[config.mk]
export PLATFORM = sky130hd
export DESIGN_NAME = rv_sender
export DESIGN_NICKNAME = d
export VERILOG_FILES = /design/src/rtl/rv_sender.sv
export SDC_FILE = /design/constraint.sdc
export NUM_CORES = 1
export LEC_CHECK = 0
export BUFFER_PORTS_ARGS = -buffer_cell sky130_fd_sc_hd__buf_4
export CORE_UTILIZATION = 35
export DETAILED_ROUTE_END_ITERATION = 8
export GPL_TIMING_DRIVEN = 1
export PLACE_DENSITY_LB_ADDON = 0.3
export SLEW_MARGIN = 20
export SYNTH_ARGS = -nofsm -noshare
export SYNTH_HDL_FRONTEND = slang
export SYNTH_SLANG_ARGS = --single-unit
export TNS_END_PERCENT = 5
[constraint.sdc]
create_clock -name clk -period 4.8 [get_ports clk]
set_clock_uncertainty 0.15 [all_clocks]
set_input_delay 0.24 -clock clk [delete_from_list [all_inputs] [get_ports clk]]
set_output_delay 0.24 -clock clk [all_outputs]
set_load 0.02 [all_outputs]
[src/rtl/rv_sender.sv]
// -----------------------------------------------------------------------------
// rv_sender
//   Transmit end of a registered ready/valid link. Local logic pushes words
//   into a small FIFO. The head of the FIFO is presented on a registered
//   out_valid/out_data pair. A word retires only on a cycle where
//   out_valid && out_ready is sampled at the clock edge.
//   Total storage is the output register plus DEPTH FIFO entries.
//
// Ports
//   clk, rst      rising-edge clock; asynchronous active-high reset
//   push          upstream write strobe
//   push_data     word accepted when push && !full
//   full          no free storage; depends only on registered state
//   out_valid     registered; out_data holds a word awaiting transfer
//   out_data      registered payload
//   out_ready     consumer ready; ignored while out_valid is low
//   sent_count    completed transfers, wraps modulo 2^CNT_W
//   overflow      sticky; a push arrived while full
//   idle          FIFO empty and output register empty
// -----------------------------------------------------------------------------
module rv_sender #(
   parameter int WIDTH = 8,
   parameter int DEPTH = 4,
   parameter int CNT_W = 16
) (
   input  logic             clk,
   input  logic             rst,
   input  logic             push,
   input  logic [WIDTH-1:0] push_data,
   output logic             full,
   output logic             out_valid,
   output logic [WIDTH-1:0] out_data,
   input  logic             out_ready,
   output logic [CNT_W-1:0] sent_count,
   output logic             overflow,
   output logic             idle
);

   localparam int AW = $clog2(DEPTH);
   localparam int CW = AW + 1;

   // FIFO storage and pointers
   logic [WIDTH-1:0] mem_q [DEPTH];
   logic [WIDTH-1:0] mem_d [DEPTH];
   logic [AW-1:0]    wr_ptr_q, wr_ptr_d;
   logic [AW-1:0]    rd_ptr_q, rd_ptr_d;
   logic [CW-1:0]    count_q, count_d;

   // Output register and status
   logic             out_valid_q, out_valid_d;
   logic [WIDTH-1:0] out_data_q, out_data_d;
   logic [CNT_W-1:0] sent_count_q, sent_count_d;
   logic             overflow_q, overflow_d;

   // Handshake and steering
   logic fire;
   logic fifo_empty;
   logic full_int;
   logic load_en;
   logic push_ok;
   logic head_load;
   logic bypass;
   logic fifo_wr;
   logic fifo_rd;

   always_comb begin
      fire       = out_valid_q && out_ready;
      fifo_empty = (count_q == '0);
      // Full is judged before any pop this cycle, so a push coinciding with
      // a fire while full is still rejected.
      full_int   = (count_q == CW'(DEPTH)) && out_valid_q;
      load_en    = !out_valid_q || fire;
      push_ok    = push && !full_int;
      head_load  = load_en && !fifo_empty;
      // Bypass only when the FIFO is empty; otherwise the new word would
      // overtake older buffered words.
      bypass     = load_en && fifo_empty && push_ok;
      fifo_wr    = push_ok && !bypass;
      fifo_rd    = head_load;
   end

   // Pointer / occupancy next state
   always_comb begin
      wr_ptr_d = wr_ptr_q;
      rd_ptr_d = rd_ptr_q;
      count_d  = count_q;
      if (fifo_wr) wr_ptr_d = wr_ptr_q + AW'(1);
      if (fifo_rd) rd_ptr_d = rd_ptr_q + AW'(1);
      case ({fifo_wr, fifo_rd})
         2'b10:   count_d = count_q + CW'(1);
         2'b01:   count_d = count_q - CW'(1);
         default: count_d = count_q;
      endcase
   end

   // FIFO write data
   always_comb begin
      for (int i = 0; i < DEPTH; i++) mem_d[i] = mem_q[i];
      if (fifo_wr) mem_d[wr_ptr_q] = push_data;
   end

   // Output register next state
   always_comb begin
      out_valid_d = out_valid_q;
      out_data_d  = out_data_q;
      if (head_load) begin
         out_valid_d = 1'b1;
         out_data_d  = mem_q[rd_ptr_q];
      end else if (bypass) begin
         out_valid_d = 1'b1;
         out_data_d  = push_data;
      end else if (fire) begin
         out_valid_d = 1'b0;
      end
   end

   // Status next state
   always_comb begin
      sent_count_d = sent_count_q;
      overflow_d   = overflow_q;
      if (fire) sent_count_d = sent_count_q + CNT_W'(1);
      if (push && full_int) overflow_d = 1'b1;
   end

   // Storage array carries no reset; stale entries are never read because
   // occupancy is cleared.
   always_ff @(posedge clk) begin
      for (int i = 0; i < DEPTH; i++) mem_q[i] <= mem_d[i];
   end

   always_ff @(posedge clk or posedge rst) begin
      if (rst) begin
         wr_ptr_q     <= '0;
         rd_ptr_q     <= '0;
         count_q      <= '0;
         out_valid_q  <= 1'b0;
         out_data_q   <= '0;
         sent_count_q <= '0;
         overflow_q   <= 1'b0;
      end else begin
         wr_ptr_q     <= wr_ptr_d;
         rd_ptr_q     <= rd_ptr_d;
         count_q      <= count_d;
         out_valid_q  <= out_valid_d;
         out_data_q   <= out_data_d;
         sent_count_q <= sent_count_d;
         overflow_q   <= overflow_d;
      end
   end

   assign full       = full_int;
   assign out_valid  = out_valid_q;
   assign out_data   = out_data_q;
   assign sent_count = sent_count_q;
   assign overflow   = overflow_q;
   assign idle       = fifo_empty && !out_valid_q;

endmodule
==> results of run 1 <==
worst min-delay path by stage:
stage / from / end / slack [ns]
floorplan: push_data[0] / mem_q[0][0]$_DFFE_PP_ / 0.19
global placement: rst / sent_count[15]$_DFFE_PP0P_ / 0.22
detailed placement: rst / sent_count[15]$_DFFE_PP0P_ / 0.22
CTS: out_ready / sent_count[0]$_DFFE_PP0P_ / 0.07
global route: out_ready / sent_count[0]$_DFFE_PP0P_ / 0.09
finish: out_ready / sent_count[0]$_DFFE_PP0P_ / 0.08
cell type report:
cell class                 count  area [um2]
clock inverter                 7        46.3
sequential                    65        1790
multi-input combinational    110         913
tap                          102         128
clock buffer                   9         124
timing repair buffer          50         400
inverter                      10        37.5
fill                         695        4250
metrics by stage:
stage / cell area [um2] / setup WS (ns)
after floorplan: 2770 / 2.42
after global placement: 3170 / 2.29
after detailed placement: 3170 / 2.25
after CTS: 3440 / 2.24
after global routing: 3440 / 2.04
final: 3440 / 2.25
registers in the layout, summed over array words and instances, names as in the netlist:
| signal | flops |
|---|---|
| count_q | 3 |
| mem_q | 32 |
| out_data | 8 |
| out_valid | 1 |
| overflow | 1 |
| rd_ptr_q | 2 |
| sent_count | 16 |
| wr_ptr_q | 2 |
cells by family (layout without fill, tap and decap cells):
family	count (synthesis)	after routing	synth area share [%]
xor gates and xnor gates	21	21	6.65
DFF	65	65	64.6
muxes	12	12	8.18
buffers and inverters	15	76	2.44
adders and majority gates	7	7	3.44
AOI/OAI and AO/OA	18	18	4.16
and+or+nand+nor	52	52	10.6
layout by cell type (no fill, tap or decap), types with 2 or more instances in the layout:
master / netlist / final
buf_4: 0 / 40
dfrtp_1: 33 / 33
edfxtp_1: 32 / 32
nor2_1: 14 / 14
nand2_1: 13 / 13
xnor2_1: 11 / 11
inv_1: 10 / 10
xor2_1: 10 / 10
dlygate4sd3_1: 0 / 10
clkbuf_8: 0 / 9
mux4_2: 8 / 8
o22ai_1: 8 / 8
a21oi_1: 8 / 8
nor3_1: 6 / 6
ha_1: 6 / 6
and2_2: 4 / 4
nor4_1: 2 / 2
mux2i_1: 2 / 2
clkinv_2: 0 / 2
clkinvlp_4: 0 / 2
routing by layer:
metal  up-vias  track usage [%]  wire length [um]
met5         -                0                 0
met4         0             5.56                45
met3         4             3.54               192
met2        30             21.3              2460
met1       790             19.8              2540
li1        794                -                 -
tightest hold or removal path, delay by kind of cell:
kind	cells	cell delay, ns
buffers and inverters	1	0.12
and+or+nand+nor	1	0.09
xor gates and xnor gates	1	0.07
power breakdown:
part | leakage (nW) | switching, mW | internal (mW)
Clock | 0.0830 | 0.217 | 0.186
Combinational | 0.672 | 0.320 | 0.320
Sequential | 0.683 | 0.154 | 0.742
Total | 1.44 | 0.691 | 1.25
==> impl_metrics.ini, run 1 <==
[clock_tree]
ctsHtreeMaxLevel = 3
path_clk_slew_ns = 0.07
cts_tree = built
clkLatencyLatePin_ns = 0.33
root_buffer = clkbuf_8
cts_setup_buffers = 0
hold_buffers = 10
ctsResizeCount = 0
cts_buffer_depth = 2
clock-sinks = 65
cts-buffers-inserted = 9

[grt]
grt.total_usage_pct = 14.2
grt_pass1_wl_um = 8690
grt_max_degree = 34
overflow = 0
antenna_found_initial = 0
first_global_vias = 1671

[setup_path]
cp-startpoint = out_valid$_DFFE_PP0P_
slowest_stage = dfrtp_1
r2r-start = out_valid$_DFFE_PP0P_
cp_top_family = adder cells
setup.worst_path.start_class = flop
critPathMaxStageDelay_ns = 0.46
r2r_cells = 10
worstPathCellList = nand2b_1 > mux2i_1 > o31a_4 > inv_1 > ha_1 > inv_1 > fa_1 > xor2_1 > nor2_1 > xor2_1
rrSetupSlack_ns = 2.25
crit_path_end_kind = flop
arrival_ns = 2.66
path_depth = 10
r2r_end = count_q[2]$_DFFE_PP0P_
crit_buf_inv = 2
crit_required_ns = 4.91
crit_fanout = 10
crit_type = reg -> reg
crit_end = count_q[2]$_DFFE_PP0P_

[power]
fin_total_pwr_mw = 1.94
leakagePower_nw = 1.44
peakVddDrop_v = 0.000199
power.density_nw_per_um2 = 565

[synthesis]
syn_inst = 190
ys_seq_area_share_pct = 64.6
synth_top_cell_by_area = edfxtp_1
ys_warn_count = 0
ys_types = 36
yosysMostFrequentCell = dfrtp_1
async_flop_share_pct = 50.8
avgSynthCellArea_um2 = 14.6
synth-main-ff-cell = dfrtp_1
synth_top_area_share_pct = 34.7
synthTopCellsByCount = 33 x dfrtp_1, 32 x edfxtp_1, 14 x nor2_1
syn_nets = 209
syn_area_um2 = 2770
ys_ff_latch = 65
synth_area_leaders = edfxtp_1 35%, dfrtp_1 30%, mux4_2 6.5%, xnor2_1 3.5%, xor2_1 3.2%
synth_edf_count = 32

[layout]
final_nets = 265
finalNonFillerCells = 353
final_core_util_pct = 44.7
layout-drive-gt1-share_pct = 30.7
antenna_cells = 0
areaGrowthSynthToFinish_pct = 24.1

[timing]
fin_crit_ns = 2.55
rsz0062_at_grt = false
worstMarginPinSlew_ns = 0.609
whs_ns = 0.0756
hold_viol = 0
drv_slew = 0
fin_setup_tns_ns = 0
relSlewSlack_pct = 59.4
finalSetupViolations = 0
fmax_mhz = 392
period_share_pct = 53.2

[placed_design]
placedCellCount = 327
io_buffers = 39
hpwl_um = 3430
gp_congestion = 0.740

[die]
die_y_um = 90.9
io_pins = 40
core_area_um2 = 7690
row_count = 32
die_area_um2 = 8270
start_util_pct = 36.0
die_w_um = 90.9

[route]
drt_iter0_markers = 71
vias = 1618
wl_um = 5240
ant_nets = 0
wl_per_cell_um = 14.8
drtPass1Iterations = 4
via_per_inst = 4.58
drc = 0

[hold_path]
hold_class = in -> reg
holdPathStages = 3

[flow_run]
cap_violations = 0

[outcome]
status = finished clean
No activity file was read; power rests on OpenSTA's default activity.
==> inputs of run 2 (changes only) <==
Clock period 4.8 ns to 2.6 ns, I/O delays scaled along.
==> run 2 against run 1 <==
Sequential share of layout area is 0.73 points lower. Critical path type unchanged. Via count increased by 2.0%. Hold slack improved by 0.23 ns.
==> impl_metrics.ini, run 2 (synthesis results as in run 1) <==
[flow_run]
cap_violations = 0

[route]
drc = 0
drt_iter0_markers = 49
wl_per_cell_um = 14.9
wl_um = 5310
drtPass1Iterations = 4
vias = 1650
via_per_inst = 4.63
ant_nets = 0

[setup_path]
crit_fanout = 9
arrival_ns = 2.41
crit_required_ns = 2.71
crit_path_end_kind = flop
crit_type = reg -> reg
slowest_stage = dfrtp_1
setup.worst_path.start_class = flop
worstPathCellList = nand2b_1 > mux2i_1 > o31a_4 > inv_1 > ha_1 > inv_1 > fa_1 > xor2_1 > nor2_1 > xor2_1
critPathMaxStageDelay_ns = 0.46

[timing]
setup_ws_ns = 0.302
period_share_pct = 88.4
rsz0062_at_grt = false
fin_crit_ns = 2.30
drv_slew = 0
relSlewSlack_pct = 50.3
whs_ns = 0.302
fmax_mhz = 435
hold_viol = 0
finalSetupViolations = 0
fin_setup_tns_ns = 0
worstMarginPinSlew_ns = 0.743

[die]
die_area_um2 = 8270
core_area_um2 = 7690
die_y_um = 90.9
die_w_um = 90.9
row_count = 32
io_pins = 40
start_util_pct = 36.0

[placed_design]
placedCellCount = 329
io_buffers = 39
place_ws_ns = 0.308
hpwl_um = 3500
gp_congestion = 0.713
post_dp_cell_area_um2 = 3180

[power]
leakagePower_nw = 1.47
fin_total_pwr_mw = 3.69
power.density_nw_per_um2 = 1060
peakVddDrop_v = 0.000363

[layout]
final_common_cell = buf_4
finalNonFillerCells = 356
postLayoutCellArea_um2 = 3480
antenna_cells = 0
largest_reg_flops = 32
max_flop_register = mem_q
final_nets = 268
layout_common_cells = 42 x buf_4, 33 x dfrtp_1, 32 x edfxtp_1
areaGrowthSynthToFinish_pct = 25.9
final_core_util_pct = 45.3
layout-drive-gt1-share_pct = 31.5

[clock_tree]
ctsHtreeMaxLevel = 3
cts_buffer_depth = 2
clock-sinks = 65
clkLatencyLatePin_ns = 0.33
cts-buffers-inserted = 9
cts_tree = built
path_clk_slew_ns = 0.08
root_buffer = clkbuf_8
ctsResizeCount = 0

[grt]
overflow = 0
antenna_found_initial = 0
grt.total_usage_pct = 14.2
grt_max_degree = 34
grt_pass1_wl_um = 8700
first_global_vias = 1694

[hold_path]
hold_class = in -> async

[outcome]
status = finished clean
run 2: cell types whose count changed in the layout (fill, tap and decap cells not counted), sizes merged:
| cell | before | now |
|---|---|---|
| bufinv | 0 | 1 |
| buf | 40 | 42 |
| clkinvlp | 2 | 1 |
| dlygate4sd3 | 10 | 11 |
run 2: area by class of cell:
type,count,area [um2]
Clock buffer,9,124
Inverter,10,37.5
Fill cell,731,4200
Clock inverter,7,70.1
Tap cell,102,128
Timing Repair Buffer,53,425
Sequential cell,65,1790
Multi-Input combinational cell,110,913
run 2: routing by layer:
metal  global-route usage (%)  vias to the layer above  routed length, um
met5                        0                        -                  0
met4                     5.16                        0                 71
met3                     3.79                        6                114
met2                     22.3                       25               2580
met1                     18.8                      824               2550
li1                         -                      795                  -
run 2: worst paths after layout:
kind | startpoint | endpoint | slack, ns | cells past startpoint
setup reg to reg | out_valid$_DFFE_PP0P_ | count_q[2]$_DFFE_PP0P_ | 0.30 | 10
min in group clk | sent_count[15]$_DFFE_PP0P_ | sent_count[15]$_DFFE_PP0P_ | 0.33 | 1
setup / recovery | out_valid$_DFFE_PP0P_ | count_q[2]$_DFFE_PP0P_ | 0.30 | 10
hold reg to reg | sent_count[15]$_DFFE_PP0P_ | sent_count[15]$_DFFE_PP0P_ | 0.33 | 1
hold / removal | rst | out_data[7]$_DFFE_PP0P_ | 0.30 | 4
max in group asynchronous | rst | sent_count[6]$_DFFE_PP0P_ | 1.68 | 4
run 2: power breakdown:
part	switching (mW)	internal, mW	leakage [nW]
Combinational	0.599	0.602	0.686
Sequential	0.276	1.37	0.683
Clock	0.397	0.442	0.0994
run 2: worst max-delay path: cells and delay by family, from the launching register on:
family | cells | cell delay, ns
simple gates | 2 | 0.24
compound gates | 1 | 0.33
xor+xnor | 2 | 0.29
buf+inv | 2 | 0.13
flops | 1 | 0.46
fa+ha+maj | 2 | 0.54
mux | 1 | 0.08
run 2: timing repair:
action / in CTS / in global routing
setup buffers: 0 / 0
hold endpoints to repair: 70 / 0
hold buffers: 11 / 0
